<file path="config.mk">
export PLATFORM = sky130hd
export DESIGN_NAME = recv
export DESIGN_NICKNAME = d
export VERILOG_FILES = /design/src/rtl/uart_pkg.sv /design/src/rtl/sync_rx.sv /design/src/rtl/recv.sv
export SDC_FILE = /design/constraint.sdc
export NUM_CORES = 1
export LEC_CHECK = 0
export ABC_AREA = 1
export BUFFER_PORTS_ARGS = -buffer_cell sky130_fd_sc_hd__buf_2
export CAP_MARGIN = 0
export CORE_ASPECT_RATIO = 1.1
export CORE_MARGIN = 2
export CORE_UTILIZATION = 35
export CTS_CLUSTER_SIZE = 24
export DETAILED_ROUTE_END_ITERATION = 12
export HOLD_SLACK_MARGIN = 0.1
export PLACE_DENSITY = 0.48
export SETUP_SLACK_MARGIN = 0.02
export SLEW_MARGIN = 20
export SYNTH_ARGS = -nofsm -noshare
export SYNTH_HDL_FRONTEND = slang
export SYNTH_SLANG_ARGS = --single-unit
</file>
<file path="constraint.sdc">
create_clock -name i_clk -period 4.8 [get_ports i_clk]
set_input_delay 0.72 -clock i_clk [delete_from_list [all_inputs] [get_ports i_clk]]
set_output_delay 0.72 -clock i_clk [all_outputs]
set_load 0.005 [all_outputs]
</file>
<file path="src/rtl/uart_pkg.sv">
// rtl/uart_pkg.sv - shared UART constants, rx state type and frame length decode
package uart_pkg;

  localparam logic [1:0] PARITY_NONE = 2'b00;
  localparam logic [1:0] PARITY_ODD  = 2'b01;
  localparam logic [1:0] PARITY_EVEN = 2'b10;

  localparam logic [2:0] FRAME_5bit = 3'b000;
  localparam logic [2:0] FRAME_6bit = 3'b001;
  localparam logic [2:0] FRAME_7bit = 3'b010;
  localparam logic [2:0] FRAME_8bit = 3'b011;
  localparam logic [2:0] FRAME_9bit = 3'b100;

  typedef enum logic [2:0] {
    IDLE   = 3'd0,
    START  = 3'd1,
    DATA   = 3'd2,
    PARITY = 3'd3,
    STOP_1 = 3'd4,
    STOP_2 = 3'd5,
    DONE   = 3'd6
  } rx_state_e;

  // Reserved size codes fall back to a standard 8-bit frame.
  function automatic logic [3:0] frame_len(input logic [2:0] size);
    case (size)
      FRAME_5bit: frame_len = 4'd5;
      FRAME_6bit: frame_len = 4'd6;
      FRAME_7bit: frame_len = 4'd7;
      FRAME_8bit: frame_len = 4'd8;
      FRAME_9bit: frame_len = 4'd9;
      default:    frame_len = 4'd8;
    endcase
  endfunction

endpackage

</file>
<file path="src/rtl/sync_rx.sv">
// rtl/sync_rx.sv - two-flop rx line synchroniser with registered start-arm flag
module sync_rx (
  input  logic i_clk,
  input  logic i_rst_n,
  input  logic rx_i,
  input  logic clr_arm_i,
  output logic rxs_o,
  output logic start_o
);

  logic sync1_q;
  logic sync2_q;
  logic armed_q;
  logic armed_d;

  always_comb begin
    armed_d = armed_q;
    if (clr_arm_i) begin
      armed_d = 1'b0;
    end else if (sync2_q) begin
      armed_d = 1'b1;
    end
  end

  always_ff @(posedge i_clk or negedge i_rst_n) begin
    if (!i_rst_n) begin
      sync1_q <= 1'b1;
      sync2_q <= 1'b1;
      armed_q <= 1'b0;
    end else begin
      sync1_q <= rx_i;
      sync2_q <= sync1_q;
      armed_q <= armed_d;
    end
  end

  assign rxs_o = sync2_q;
  // A low line only counts as a start once it has been seen high since the last frame,
  // so a held-low break cannot retrigger.
  assign start_o = armed_q & ~sync2_q;

endmodule

</file>
<file path="src/rtl/recv.sv">
// rtl/recv.sv - UART receive engine; RECV_MAJORITY_VOTE_EN enables 2-of-3 sample voting
module recv
  import uart_pkg::*;
#(
  parameter int SIZE_DATA     = 9,
  parameter int OVER_SAMPLING = 16
) (
  input  logic                 i_clk,
  input  logic                 i_rst_n,
  input  logic                 i_stick,
  input  logic                 i_rx_en,
  input  logic [2:0]           i_size_frame,
  input  logic [1:0]           i_parity_bit,
  input  logic                 i_stop_bit,
  input  logic                 i_data_rx,
  output logic [SIZE_DATA-1:0] o_data,
  output logic                 o_done_rx,
  output logic                 o_parity_err,
  output logic                 o_frame_err
);

  localparam int TW  = $clog2(OVER_SAMPLING + 1);
  localparam int MID = OVER_SAMPLING / 2;

  logic rxs;
  logic start_det;
  logic clr_arm;
  logic sample;

  sync_rx u_sync_rx (
    .i_clk     (i_clk),
    .i_rst_n   (i_rst_n),
    .rx_i      (i_data_rx),
    .clr_arm_i (clr_arm),
    .rxs_o     (rxs),
    .start_o   (start_det)
  );

`ifdef RECV_MAJORITY_VOTE_EN
  // Voting delays every decision by one tick; later states stay centred because
  // their count starts from that delayed entry.
  localparam int START_DEC = MID + 1;
  logic [1:0] vote_q;

  always_ff @(posedge i_clk or negedge i_rst_n) begin
    if (!i_rst_n) begin
      vote_q <= 2'b11;
    end else if (i_stick) begin
      vote_q <= {vote_q[0], rxs};
    end
  end

  assign sample = (vote_q[1] & vote_q[0]) | (vote_q[1] & rxs) | (vote_q[0] & rxs);
`else
  localparam int START_DEC = MID;
  assign sample = rxs;
`endif

  localparam logic [TW-1:0] START_LAST = TW'(START_DEC - 1);
  localparam logic [TW-1:0] BIT_LAST   = TW'(OVER_SAMPLING - 1);

  rx_state_e            state_q, state_d;
  logic [TW-1:0]        tick_q, tick_d;
  logic [3:0]           idx_q, idx_d;
  logic [SIZE_DATA-1:0] shift_q, shift_d;
  logic                 perr_q, perr_d;
  logic                 ferr_q, ferr_d;
  logic [2:0]           size_q, size_d;
  logic [1:0]           par_q, par_d;
  logic                 stop_q, stop_d;
  logic [SIZE_DATA-1:0] data_q;
  logic                 done_q;
  logic                 perr_out_q;
  logic                 ferr_out_q;

  logic bit_tick;
  logic par_en;
  logic exp_par;

  assign bit_tick = i_stick && (tick_q == BIT_LAST);
  assign par_en   = (par_q == PARITY_ODD) || (par_q == PARITY_EVEN);
  assign exp_par  = (par_q == PARITY_ODD) ? ~^shift_q : ^shift_q;

  always_comb begin
    state_d = state_q;
    tick_d  = tick_q;
    idx_d   = idx_q;
    shift_d = shift_q;
    perr_d  = perr_q;
    ferr_d  = ferr_q;
    size_d  = size_q;
    par_d   = par_q;
    stop_d  = stop_q;
    clr_arm = 1'b0;
    if (i_stick) begin
      tick_d = tick_q + 1'b1;
    end
    case (state_q)
      IDLE: begin
        tick_d = '0;
        if (i_rx_en && start_det) begin
          state_d = START;
          size_d  = i_size_frame;
          par_d   = i_parity_bit;
          stop_d  = i_stop_bit;
          shift_d = '0;
          perr_d  = 1'b0;
          ferr_d  = 1'b0;
          idx_d   = '0;
        end
      end
      START: begin
        if (i_stick && (tick_q == START_LAST)) begin
          tick_d  = '0;
          idx_d   = '0;
          state_d = sample ? IDLE : DATA;
        end
      end
      DATA: begin
        if (bit_tick) begin
          tick_d = '0;
          if (int'(idx_q) < SIZE_DATA) begin
            shift_d[idx_q] = sample;
          end
          if (idx_q == frame_len(size_q) - 4'd1) begin
            state_d = par_en ? PARITY : STOP_1;
          end else begin
            idx_d = idx_q + 4'd1;
          end
        end
      end
      PARITY: begin
        if (bit_tick) begin
          tick_d  = '0;
          state_d = STOP_1;
          if (sample != exp_par) begin
            perr_d = 1'b1;
          end
        end
      end
      STOP_1: begin
        if (bit_tick) begin
          tick_d  = '0;
          state_d = stop_q ? STOP_2 : DONE;
          if (!sample) begin
            ferr_d = 1'b1;
          end
        end
      end
      STOP_2: begin
        if (bit_tick) begin
          tick_d  = '0;
          state_d = DONE;
          if (!sample) begin
            ferr_d = 1'b1;
          end
        end
      end
      DONE: begin
        tick_d  = '0;
        clr_arm = 1'b1;
        state_d = IDLE;
      end
      default: begin
        tick_d  = '0;
        state_d = IDLE;
      end
    endcase
  end

  always_ff @(posedge i_clk or negedge i_rst_n) begin
    if (!i_rst_n) begin
      state_q    <= IDLE;
      tick_q     <= '0;
      idx_q      <= '0;
      shift_q    <= '0;
      perr_q     <= 1'b0;
      ferr_q     <= 1'b0;
      size_q     <= '0;
      par_q      <= '0;
      stop_q     <= 1'b0;
      data_q     <= '0;
      done_q     <= 1'b0;
      perr_out_q <= 1'b0;
      ferr_out_q <= 1'b0;
    end else begin
      state_q <= state_d;
      tick_q  <= tick_d;
      idx_q   <= idx_d;
      shift_q <= shift_d;
      perr_q  <= perr_d;
      ferr_q  <= ferr_d;
      size_q  <= size_d;
      par_q   <= par_d;
      stop_q  <= stop_d;
      done_q  <= (state_d == DONE);
      // Outputs load on the way into DONE so they line up with the strobe.
      if (state_d == DONE) begin
        data_q     <= shift_d;
        perr_out_q <= perr_d;
        ferr_out_q <= ferr_d;
      end
    end
  end

  assign o_data       = data_q;
  assign o_done_rx    = done_q;
  assign o_parity_err = perr_out_q;
  assign o_frame_err  = ferr_out_q;

endmodule

</file>
# [Word-level counts from Yosys, hierarchy flattened]
# Index checks and enable logic that the tools add are counted.
[totals] register_bits=44 word_cells=101
[classes] n_mux=42 order_cmp=3 addsub=3 reduce_logical=15 bitwise=2 eq_ne=20
[op_table] operator="9-bit two-way mux" count=3
[op_table] operator="3-bit two-way mux" count=8
[op_table] operator="4-bit two-way mux" count=6
[op_table] operator="3-bit case mux with 6 select lines" count=1
[op_table] operator="9-bit case mux with 2 select lines" count=1
[op_table] operator="4-bit case mux with 4 select lines" count=1
[op_table] operator="3-bit == test, second input constant" count=5
[op_table] operator="5-bit two-way mux" count=3
[op_table] operator="4-bit case mux with 3 select lines" count=1
[op_table] operator="1-bit two-way mux" count=11
[op_table] operator="5-bit case mux with 2 select lines" count=1
[op_table] operator="9-bit bitwise mux" count=1
[op_table] operator="3-bit by 2-bit == test with 1-bit output, second input constant" count=3
[op_table] operator="9-bit XNOR reduction" count=1
[op_table] operator="9-bit parity" count=1
[op_table] operator="2-bit != test, second input constant" count=4
[op_table] operator="3-bit by 1-bit == test with 1-bit output, second input constant" count=2
[op_table] operator="3-bit logical NOT" count=2
[op_table] operator="5-bit by 1-bit adder with 5-bit output, second input constant" count=1
[op_table] operator="5-bit by 3-bit == test with 1-bit output, second input constant" count=1
[op_table] operator="5-bit by 4-bit == test with 1-bit output, second input constant" count=1
[op_table] operator="4-bit by 5-bit less-than comparator with 1-bit output, second input constant" count=1
[op_table] operator="5-bit AND reduction" count=1
[op_table] operator="4-bit by 1-bit adder with 4-bit output, second input constant" count=1
[op_table] operator="other kinds (19)" count=24

# [Depth between registers and ports, before layout]
# Gate-level depths: netlist of the first run.
[depth] depth_word=10 ltp_mapped=16 ltp_nobuf=15

# [Modules after synthesis]
# A second synthesis of the first run with hierarchy kept.
[unflattened] hier_cells=323 hier_area_um2=2563.7
[modules_own_cells] mod="recv" area_each_um2=2471.1 n_inst=1 seq_area_each_um2=1026.0 cells_each=316
[modules_own_cells] mod="sync_rx" area_each_um2=92.6 n_inst=1 seq_area_each_um2=77.6 cells_each=7

# [Worst setup path after synthesis of the first run]
# Ideal clock, no wire load.
[synth_timing] path_kind="flip-flop to flip-flop" start="register tick_q[0]" end="register data_q[1], in the netlist o_data[1]" path_buffers=1 setup_slack_ns=2.791 arrival_ns=1.886 path_stages_with_launch=16 required_ns=4.677 cell_sequence="dfrtp_1 ha_1 inv_1 nor2_1 ha_1 nand2_4 clkinv_4 nand2_1 o21ai_0 o22ai_1 nor2_1 nand2_1 nand3_2 buf_2 o21ai_0 nand2_1"
[synth_between] elab_chain_cells=5 word_cells_on_any_way=13 cone_classes="eq/ne (3); mux (8); reduce/logical (2)"
[synth_rtl] element="from (decl)" line="recv.sv:63" source="logic [TW-1:0] tick_q, tick_d;"
[synth_rtl] element="from (signal assigned)" line="recv.sv:188" source="tick_q <= tick_d;"
[synth_rtl] element="5-bit by 4-bit == test with 1-bit output / 5-bit by 3-bit == test with 1-bit output (equally long branches)" line="recv.sv:80, recv.sv:113"
[synth_rtl] element="1-bit logical AND (on tied branches)" line="recv.sv:80, recv.sv:113"
[synth_rtl] element="3-bit two-way mux (on tied branches)"
[synth_rtl] element="3-bit case mux with 6 select lines" line="recv.sv:98" source="case (state_q)"
[synth_rtl] element="3-bit == test" line="recv.sv:198" source="if (state_d == DONE) begin"
[synth_rtl] element="to (signal assigned)" line="recv.sv:199" source="data_q <= shift_d;"
[synth_rtl] element="to (decl)" line="recv.sv:71" source="logic [SIZE_DATA-1:0] data_q;"
# Parallel ways exist; a longest one is shown, timed or not.
# A chain may end at the register's enable or synchronous reset.

# [Worst setup path in the final report of the first run]
[layout_timing] start="register u_sync_rx.sync2_q, in the netlist u_sync_rx.rxs_o" end="register data_q[0], in the netlist o_data[0]"
[layout_between] elab_chain_cells=6 word_cells_on_any_way=13 cone_classes="eq/ne (1); mux (9); bitwise (2); reduce/logical (1)"
[layout_rtl] element="from (decl)" line="sync_rx.sv:12" source="logic sync2_q;"
[layout_rtl] element="from (signal assigned)" line="sync_rx.sv:32" source="sync2_q <= sync1_q;"
[layout_rtl] element="1-bit NOT" line="sync_rx.sv:40" source="assign start_o = armed_q & ~sync2_q;"
[layout_rtl] element="1-bit bitwise AND" line="sync_rx.sv:40"
[layout_rtl] element="1-bit logical AND" line="recv.sv:101" source="if (i_rx_en && start_det) begin"
[layout_rtl] element="3-bit two-way mux" line="recv.sv:101"
[layout_rtl] element="3-bit case mux with 6 select lines" line="recv.sv:98"
[layout_rtl] element="3-bit == test" line="recv.sv:198"
# Parallel ways exist; a longest one is shown, timed or not.

==> impl_metrics.tcl, run 1 <==
set metrics [dict create \
    status "finished, final reports clean" \
    setup_violations 0 \
    cts_made_buffers 5 \
    syn2layout_area_growth_pct 11.1 \
    peakVddDrop_uv 205 \
    routedWlPerCell_um 13.1 \
    finalHoldViolations 0 \
    cts_tree "done" \
    die_w_um 85.5 \
    drtAntennaViolNets 0 \
    end_kind "flip-flop" \
    grt_pass1_wl_mm 9.87 \
    finish.utilization 0.403 \
    synthTopCellsByCount "nand2_1, dfrtp_1, inv_1, o21ai_0, nor2_1" \
    clock.fmax_mhz 407 \
    coreArea_um2 7050 \
    via_count 2096 \
    finalMaxSlewViolations 0 \
    grt-ovfl-total 0 \
    antenna_cells 0 \
    netlist.area_leader.share 0.411 \
    rows 32 \
    clk_path_buf_depth 2 \
    cts-root-buf "clkbuf_8" \
    io_pins 23 \
    routed_wl_mm 5.61 \
    crit_arrival_ns 2.70 \
    finalSetupTns_ns 0 \
    drt-vias-per-instance 4.91 \
    post_cts_resize_count 0 \
    hold_buffers 0 \
    slew_headroom 0.614 \
    dr.pass1.iters 4 \
    cts_sinks 44 \
    drv_cap 0 \
    finalCritPeriodShare 0.512 \
    syn_area_per_cell_um2 8.02 \
    numPortBuffers 22 \
    ys.flop_type "dfrtp_1" \
    skew_ns 0.00628 \
    die_h_um 93.7 \
    synth_edf_count 0 \
    final_cell_area_um2 2840 \
    synth.most_common_cell "nand2_1" \
    synth_top_cell_by_area "dfrtp_1" \
    period_minus_slack_ns 2.46 \
    synthesis.area_um2 2560 \
    antenna_found_initial 0 \
    dpl-instance-area_um2 2720 \
    powerDensity_nw_per_um2 463 \
    grt_start_max_net_pins 45 \
    critPathMaxFanout 13 \
    synth-async-reset-ratio 1.00 \
    htree_levels 2 \
    tightestPinTransition_ns 0.579 \
    drive_above_1_share 0.164 \
    yosys.cell_types.count 42 \
    crit_type "flip-flop to flip-flop" \
    path_clk_slew_ns 0.09 \
    ys_seq_area_frac 0.432 \
    cts_setup_buffers 0 \
    p_leak_uw 0.00142 \
    start_kind "flip-flop" \
    place.detailed.hpwl_mm 4.10 \
    synthTopCellsByArea "dfrtp_1, nand2_1, o21ai_0, ha_1, inv_1" \
    cp_data_required_time_ns 5.05 \
    nets 364 \
    drt_iter0_drc 103 \
    yosys_warnings 0 \
    synth_cells 319 \
    start_util 0.363 \
    hold_ws_ns 0.362 \
    hp-class "flip-flop to flip-flop" \
    dp.cells 419 \
    grt_setup_unrepaired "no" \
    grt_pass1_vias 2039 \
    clock_latency_ns 0.30 \
    finalWeightedCongestion 0.800 \
    grtUsageTotal 0.156 \
    synth-seq-cells 44 \
    die-area_um2 8010 \
    synth_nets 342 \
    drc 0 \
    fin_cells 427 \
]
[power breakdown]
| part | internal [uW] | switching (uW) |
|---|---|---|
| combinational | 163 | 330 |
| sequential | 449 | 66.9 |
| clock | 157 | 149 |
[layer usage]
metal / global-route usage / wire (um)
met4: 0.0397 / 67
met5: 0 / 0
met3: 0.0290 / 136
met2: 0.280 / 2900
met1: 0.192 / 2510
[worst max-delay path: stages (launching register included)]
cell and delay (ns):
dfstp_2 0.69, inv_1 0.13, nand3_1 0.11, inv_1 0.04
nand2_1 0.37, nand2_1 0.17, nor3_4 0.23, nand2_2 0.20
nor2_4 0.29, nand2_1 0.09, nand2_1 0.08
[cell type report]
type | count | area, um2
clock inverter | 3 | 46.3
multi-input combinational | 226 | 1240
sequential | 44 | 1100
clock buffer | 5 | 68.8
timing repair buffer | 22 | 113
tap | 85 | 106
inverter | 42 | 163
fill | 731 | 4210
[stage by stage]
stage               worst slack (ns)  total power [uW]
finish                          2.34              1320
global route                    2.04              1440
CTS                             2.31              1340
detailed placement              2.31              1030
global placement                2.31              1020
floorplan                       2.79               894
[logic make-up (layout without fill, tap and decap cells)]
kind of cell,count (synthesis),count (layout),synth area share
xor gates and xnor gates,4,4,0.0137
and+or+nand+nor,142,142,0.259
buffers and inverters,49,72,0.0837
adders and majority gates,12,12,0.0587
DFF,44,44,0.432
muxes,3,3,0.0132
AOI/OAI and AO/OA,65,65,0.140
[sequential cells by signal, indices dropped and copies added, names as in the netlist, 2 cells and up]
name / cells
shift_q: 9
o_data: 9
tick_q: 5
idx_q: 4
par_q: 2
size_q: 3
state_q: 3
[placed cells by master (no fill, tap or decap), drive strengths merged, types with 3 or more instances in the layout]
cell type	count
dfrtp	42
nor3	6
buf	22
mux2	3
ha	12
clkbuf	5
o21ai	40
inv	42
a21oi	17
nor2	28
nand2	78
nand3	23
[worst paths after layout]
path | end | from | cells past startpoint | slack, ns
worst max-delay path | o_data[0]$_DFFE_PN0N_ | u_sync_rx.rxs_o$_DFF_PN1_ | 10 | 2.34
worst min-delay path | u_sync_rx.rxs_o$_DFF_PN1_ | u_sync_rx.sync1_q$_DFF_PN1_ | 0 | 0.36
worst max register to register | o_data[0]$_DFFE_PN0N_ | u_sync_rx.rxs_o$_DFF_PN1_ | 10 | 2.34
worst min register to register | u_sync_rx.rxs_o$_DFF_PN1_ | u_sync_rx.sync1_q$_DFF_PN1_ | 0 | 0.36
max in group asynchronous | shift_q[8]$_DFF_PN0_ | i_rst_n | 1 | 3.99
min in group asynchronous | shift_q[3]$_DFF_PN0_ | i_rst_n | 1 | 0.40
Power figures use the tool's default switching activity.
==> run 2, diff against run 1 <==
- clock period: 4.8 -> 2.3 ns (I/O delays scaled with it)
==> run 2 against run 1 <==
Against the previous run: total power up 120%; sequential share of layout area down 2.3 points; non-clock buffer count rose by 18; setup slack worse by 2.2 ns; critical endpoint is now o_data[3]$_DFFE_PN0N_; largest power group is now combinational cells; sequential cell count is the same.
==> impl_metrics.tcl, run 2 (synthesized netlist as in run 1, its figures left out) <==
set metrics [dict create \
    status "finished, final reports clean" \
    routedWlPerCell_um 12.9 \
    end_kind "flip-flop" \
    via_count 2152 \
    finalCritPeriodShare 0.928 \
    die_w_um 85.5 \
    drt-vias-per-instance 4.84 \
    start_kind "flip-flop" \
    numPortBuffers 22 \
    hp-class "primary input to async pin" \
    critPathMaxFanout 7 \
    finalSetupTns_ns 0 \
    powerDensity_nw_per_um2 953 \
    finish.utilization 0.428 \
    drt_iter0_drc 114 \
    drc 0 \
    antenna_found_initial 0 \
    dr.pass1.iters 4 \
    grt_setup_unrepaired "yes" \
    drv_cap 0 \
    cts_sinks 44 \
    skew_ns 0.00582 \
    setup_violations 0 \
    die_h_um 93.7 \
    drive_above_1_share 0.225 \
    finalMaxSlewViolations 0 \
    crit_type "flip-flop to flip-flop" \
    hold_ws_ns 0.114 \
    grtUsageTotal 0.157 \
    antenna_cells 0 \
    die-area_um2 8010 \
    clk_path_buf_depth 2 \
    final_common_cell "nand2_1" \
    routed_wl_mm 5.73 \
    cp_data_required_time_ns 2.55 \
    slew_headroom 0.599 \
    layout_common_cells "nand2_1, dfrtp_1, inv_1" \
    coreArea_um2 7050 \
    fillers 747 \
    ff_latch_area_um2 1100 \
    clock.fmax_mhz 468 \
    finalHoldViolations 0 \
    crit_arrival_ns 2.38 \
    clock_latency_ns 0.30 \
    grt_pass1_vias 2185 \
    final_cell_area_um2 3020 \
    path_clk_slew_ns 0.09 \
    rows 32 \
    start_util 0.363 \
    drtAntennaViolNets 0 \
    cts_tree "done" \
    place.detailed.hpwl_mm 4.22 \
    io_pins 23 \
    dp_slack_ns 0.103 \
    tightestPinTransition_ns 0.597 \
    peakVddDrop_uv 462 \
    grt_start_max_net_pins 45 \
    setup_slack_ns 0.165 \
    period_minus_slack_ns 2.14 \
    cts-root-buf "clkbuf_8" \
    grt_pass1_wl_mm 9.96 \
    p_leak_uw 0.00150 \
    multi_input_area_um2 1280 \
    dpl-instance-area_um2 2820 \
    nets 382 \
    syn2layout_area_growth_pct 18.1 \
    cts_made_buffers 5 \
    finalWeightedCongestion 0.786 \
    grt-ovfl-total 0 \
    htree_levels 2 \
]
run 2: cell count changes in the layout (fill, tap and decap cells not counted), sizes merged:
cell,before,now
clkbuf,5,6
buf,22,39
run 2: path summary, 6_finish.rpt:
check	end	startpoint	slack [ns]	cells after the start
min in group i_clk	u_sync_rx.sync1_q$_DFF_PN1_	i_data_rx	0.13	1
worst max register to register	o_data[3]$_DFFE_PN0N_	tick_q[0]$_DFF_PN0_	0.16	14
worst min-delay path	idx_q[3]$_DFFE_PN0P_	i_rst_n	0.11	2
worst max-delay path	o_data[3]$_DFFE_PN0N_	tick_q[0]$_DFF_PN0_	0.16	14
max in group asynchronous	tick_q[3]$_DFF_PN0_	i_rst_n	1.79	2
worst min register to register	u_sync_rx.rxs_o$_DFF_PN1_	u_sync_rx.sync1_q$_DFF_PN1_	0.36	0
run 2: critical path, stage by stage, from the launching register on:
cell and delay (ns):
dfrtp_1 0.38, ha_2 0.18, inv_1 0.05, nor2_1 0.10, ha_2 0.20, nand2_4 0.06
clkinv_4 0.05, buf_4 0.13, nand4_2 0.14, o21bai_4 0.20, nand3_4 0.14, nor2_4 0.13
clkbuf_4 0.18, nand2_1 0.06, nand2_1 0.07
run 2: area by class of cell:
type	count	share of cell area
clock buffer	5	0.0228
clock inverter	3	0.0153
inverter	42	0.0539
multi-input combinational	226	0.424
sequential	44	0.366
tap	85	0.0352
timing repair buffer	40	0.0837
run 2: report_power, final:
group          switching, uW  internal (uW)
logic                    741            433
registers                136            936
clock network            303            328
run 2: routing by layer:
| metal | vias up | global-route usage | wire (um) |
|---|---|---|---|
| met1 | 1009 | 0.193 | 2650 |
| met2 | 21 | 0.276 | 2860 |
| met5 | - | 0 | 0 |
| li1 | 1114 | - | - |
| met3 | 8 | 0.0325 | 122 |
| met4 | 0 | 0.0476 | 98 |
run 2: repair_timing:
item,CTS,global route
hold buffers,0,0
gates resized for setup,0,20
buffers inserted,0,5
endpoints found under the setup margin,0,12
run 2: through the flow:
| step | std cells | power [uW] |
|---|---|---|
| finish | 445 | 2880 |
| global route | 445 | 3160 |
| CTS | 440 | 2840 |
| detailed placement | 432 | 2190 |
| global placement | 432 | 2190 |
| floorplan | 319 | 1870 |
==> run 3, diff against run 2 <==
- clock period: 2.3 -> 2 ns (I/O delays scaled with it)
==> run 3 against run 2 <==
Against the previous run: the run now ends with negative setup slack left; die area stayed put; clock power up 14%; maximum frequency up 5.5%; sequential power is 14% higher; hold slack improved by 0.12 ns; critical path type unchanged; highest routed layer unchanged.
==> impl_metrics.tcl, run 3 (synthesized netlist as in run 1, its figures left out) <==
set metrics [dict create \
    status "finished, violations left" \
    failed_checks "negative setup slack" \
    regToRegStartpoint "tick_q[0]$_DFF_PN0_" \
    fillers 704 \
    fin_cells 462 \
    drtAntennaViolNets 0 \
    cts_made_buffers 5 \
    cp-startpoint "tick_q[0]$_DFF_PN0_" \
    syn2layout_area_growth_pct 25.8 \
    layout_common_cells "nand2_1, dfrtp_1, inv_1" \
    drc 0 \
    clock_latency_ns 0.30 \
    highest_layer "met4" \
    wl_met1_mm 2.67 \
    powerDensity_nw_per_um2 1080 \
    slew_headroom 0.618 \
    hp-class "primary input to flip-flop" \
    crit_type "flip-flop to flip-flop" \
    io_pins 23 \
    finalWeightedCongestion 0.890 \
    antenna_found_initial 0 \
    coreArea_um2 7050 \
    critPathMaxFanout 7 \
    cts_tree "done" \
    cts_sinks 44 \
    final_cell_area_um2 3220 \
    setup_violations 1 \
    grt-ovfl-total 0 \
    dp.cells 447 \
    rows 32 \
    routed_wl_mm 6.02 \
    via_count 2225 \
    tightestPinTransition_ns 0.573 \
    crit_arrival_ns 2.22 \
    period_minus_slack_ns 2.02 \
    grt_start_max_net_pins 45 \
    die_w_um 85.5 \
    peakVddDrop_uv 636 \
    p_leak_uw 0.00160 \
    finalHoldViolations 0 \
    wl_met3_um 179 \
    htree_levels 2 \
    path_clk_slew_ns 0.09 \
    place.detailed.hpwl_mm 4.48 \
    dpl-instance-area_um2 2930 \
    grtUsageTotal 0.161 \
    clock.fmax_mhz 494 \
    die_h_um 93.7 \
    cts-root-buf "clkbuf_8" \
    end_kind "flip-flop" \
    grt_pass1_vias 2220 \
    start_util 0.363 \
    dr.pass1.iters 4 \
    final_common_cell "nand2_1" \
    drt-vias-per-instance 4.82 \
    die-area_um2 8010 \
    hold_ws_ns 0.235 \
    setup_slack_ns -0.0230 \
    grt_pass1_wl_mm 10.2 \
    dr_wl_met2_mm 3.10 \
    finalCritPeriodShare 1.01 \
    nets 399 \
    numPortBuffers 22 \
    finalMaxSlewViolations 0 \
    hp-start "i_size_frame[2]" \
    grt_setup_unrepaired "yes" \
    cp_data_required_time_ns 2.20 \
    drv_cap 0 \
    antenna_cells 0 \
    skew_ns 0.00454 \
    multi_input_area_um2 1330 \
    drive_above_1_share 0.284 \
    routedWlPerCell_um 13.0 \
    start_kind "flip-flop" \
    ff_latch_area_um2 1100 \
    clk_path_buf_depth 2 \
    drt_iter0_drc 87 \
]
-- run 3: cell count changes in the layout (fill, tap and decap cells not counted), moves of 2 or more --
cell	before	now
buf_4	15	25
o21ai_0	31	24
o21ai_2	1	8
buf_6	2	7
nand2_1	72	68
nand2_2	4	7
dlygate4sd3_1	0	2
-- run 3: per-stage QoR --
step / total power [uW] / util / setup TNS [ns] / setup slack [ns]
6_report: 3480 / 0.457 / -0.0230 / -0.0230
5_1_grt: 3780 / 0.457 / -1.59 / -0.172
4_1_cts: 3460 / 0.449 / 0 / 0.00804
3_5_place_dp: 2630 / 0.416 / -0.902 / -0.0980
3_3_place_gp: 2630 / 0.416 / -0.520 / -0.0617
2_1_floorplan: 2150 / - / 0 / 0.0209
-- run 3: final timing paths --
check	to	cells past startpoint	slack (ns)
max in group asynchronous	perr_q$_DFF_PN0_	3	1.00
worst min register to register	u_sync_rx.rxs_o$_DFF_PN1_	0	0.36
worst max register to register	o_data[6]$_DFFE_PN0N_	15	-0.02
worst max-delay path	o_data[6]$_DFFE_PN0N_	15	-0.02
min in group asynchronous	idx_q[3]$_DFFE_PN0P_	3	0.61
worst min-delay path	size_q[2]$_DFFE_PN0P_	2	0.24
-- run 3: timing repair --
action	in CTS	in global routing
buffers inserted	2	2
pin swaps	13	8
hold buffers	2	0
cloned	1	0
resized for setup	30	15
endpoints found under the setup margin	11	19
hold endpoints to repair	10	0
-- run 3: routing by layer --
layer	track usage	vias up
li1	-	1152
met1	0.202	1032
met2	0.279	35
met3	0.0308	6
met4	0.0529	0
met5	0	-
-- run 3: area by class of cell --
cell class / instances / share of cell area
clock buffer: 5 / 0.0214
clock inverter: 3 / 0.0144
inverter: 42 / 0.0505
multi-input combinational: 227 / 0.414
sequential: 44 / 0.343
tap: 85 / 0.0330
timing repair buffer: 56 / 0.123
-- run 3: power breakdown --
part | internal [uW] | switching [uW] | total, uW
sequential | 1080 | 140 | 1220
combinational | 605 | 945 | 1550
clock | 377 | 341 | 718
total | 2060 | 1430 | 3480
-- run 3: worst max-delay path, stage by stage, from the launching register on --
cell and delay, ns:
dfrtp_1 0.40, ha_2 0.20, inv_2 0.06, nor2_2 0.03, ha_2 0.17, nand2_4 0.07, clkinv_4 0.08, nand2_4 0.07
o21ai_2 0.05, o22ai_1 0.11, nor2_1 0.08, nand2_1 0.11, nand3_4 0.12, buf_6 0.17, o21ai_2 0.14, nand2_1 0.07
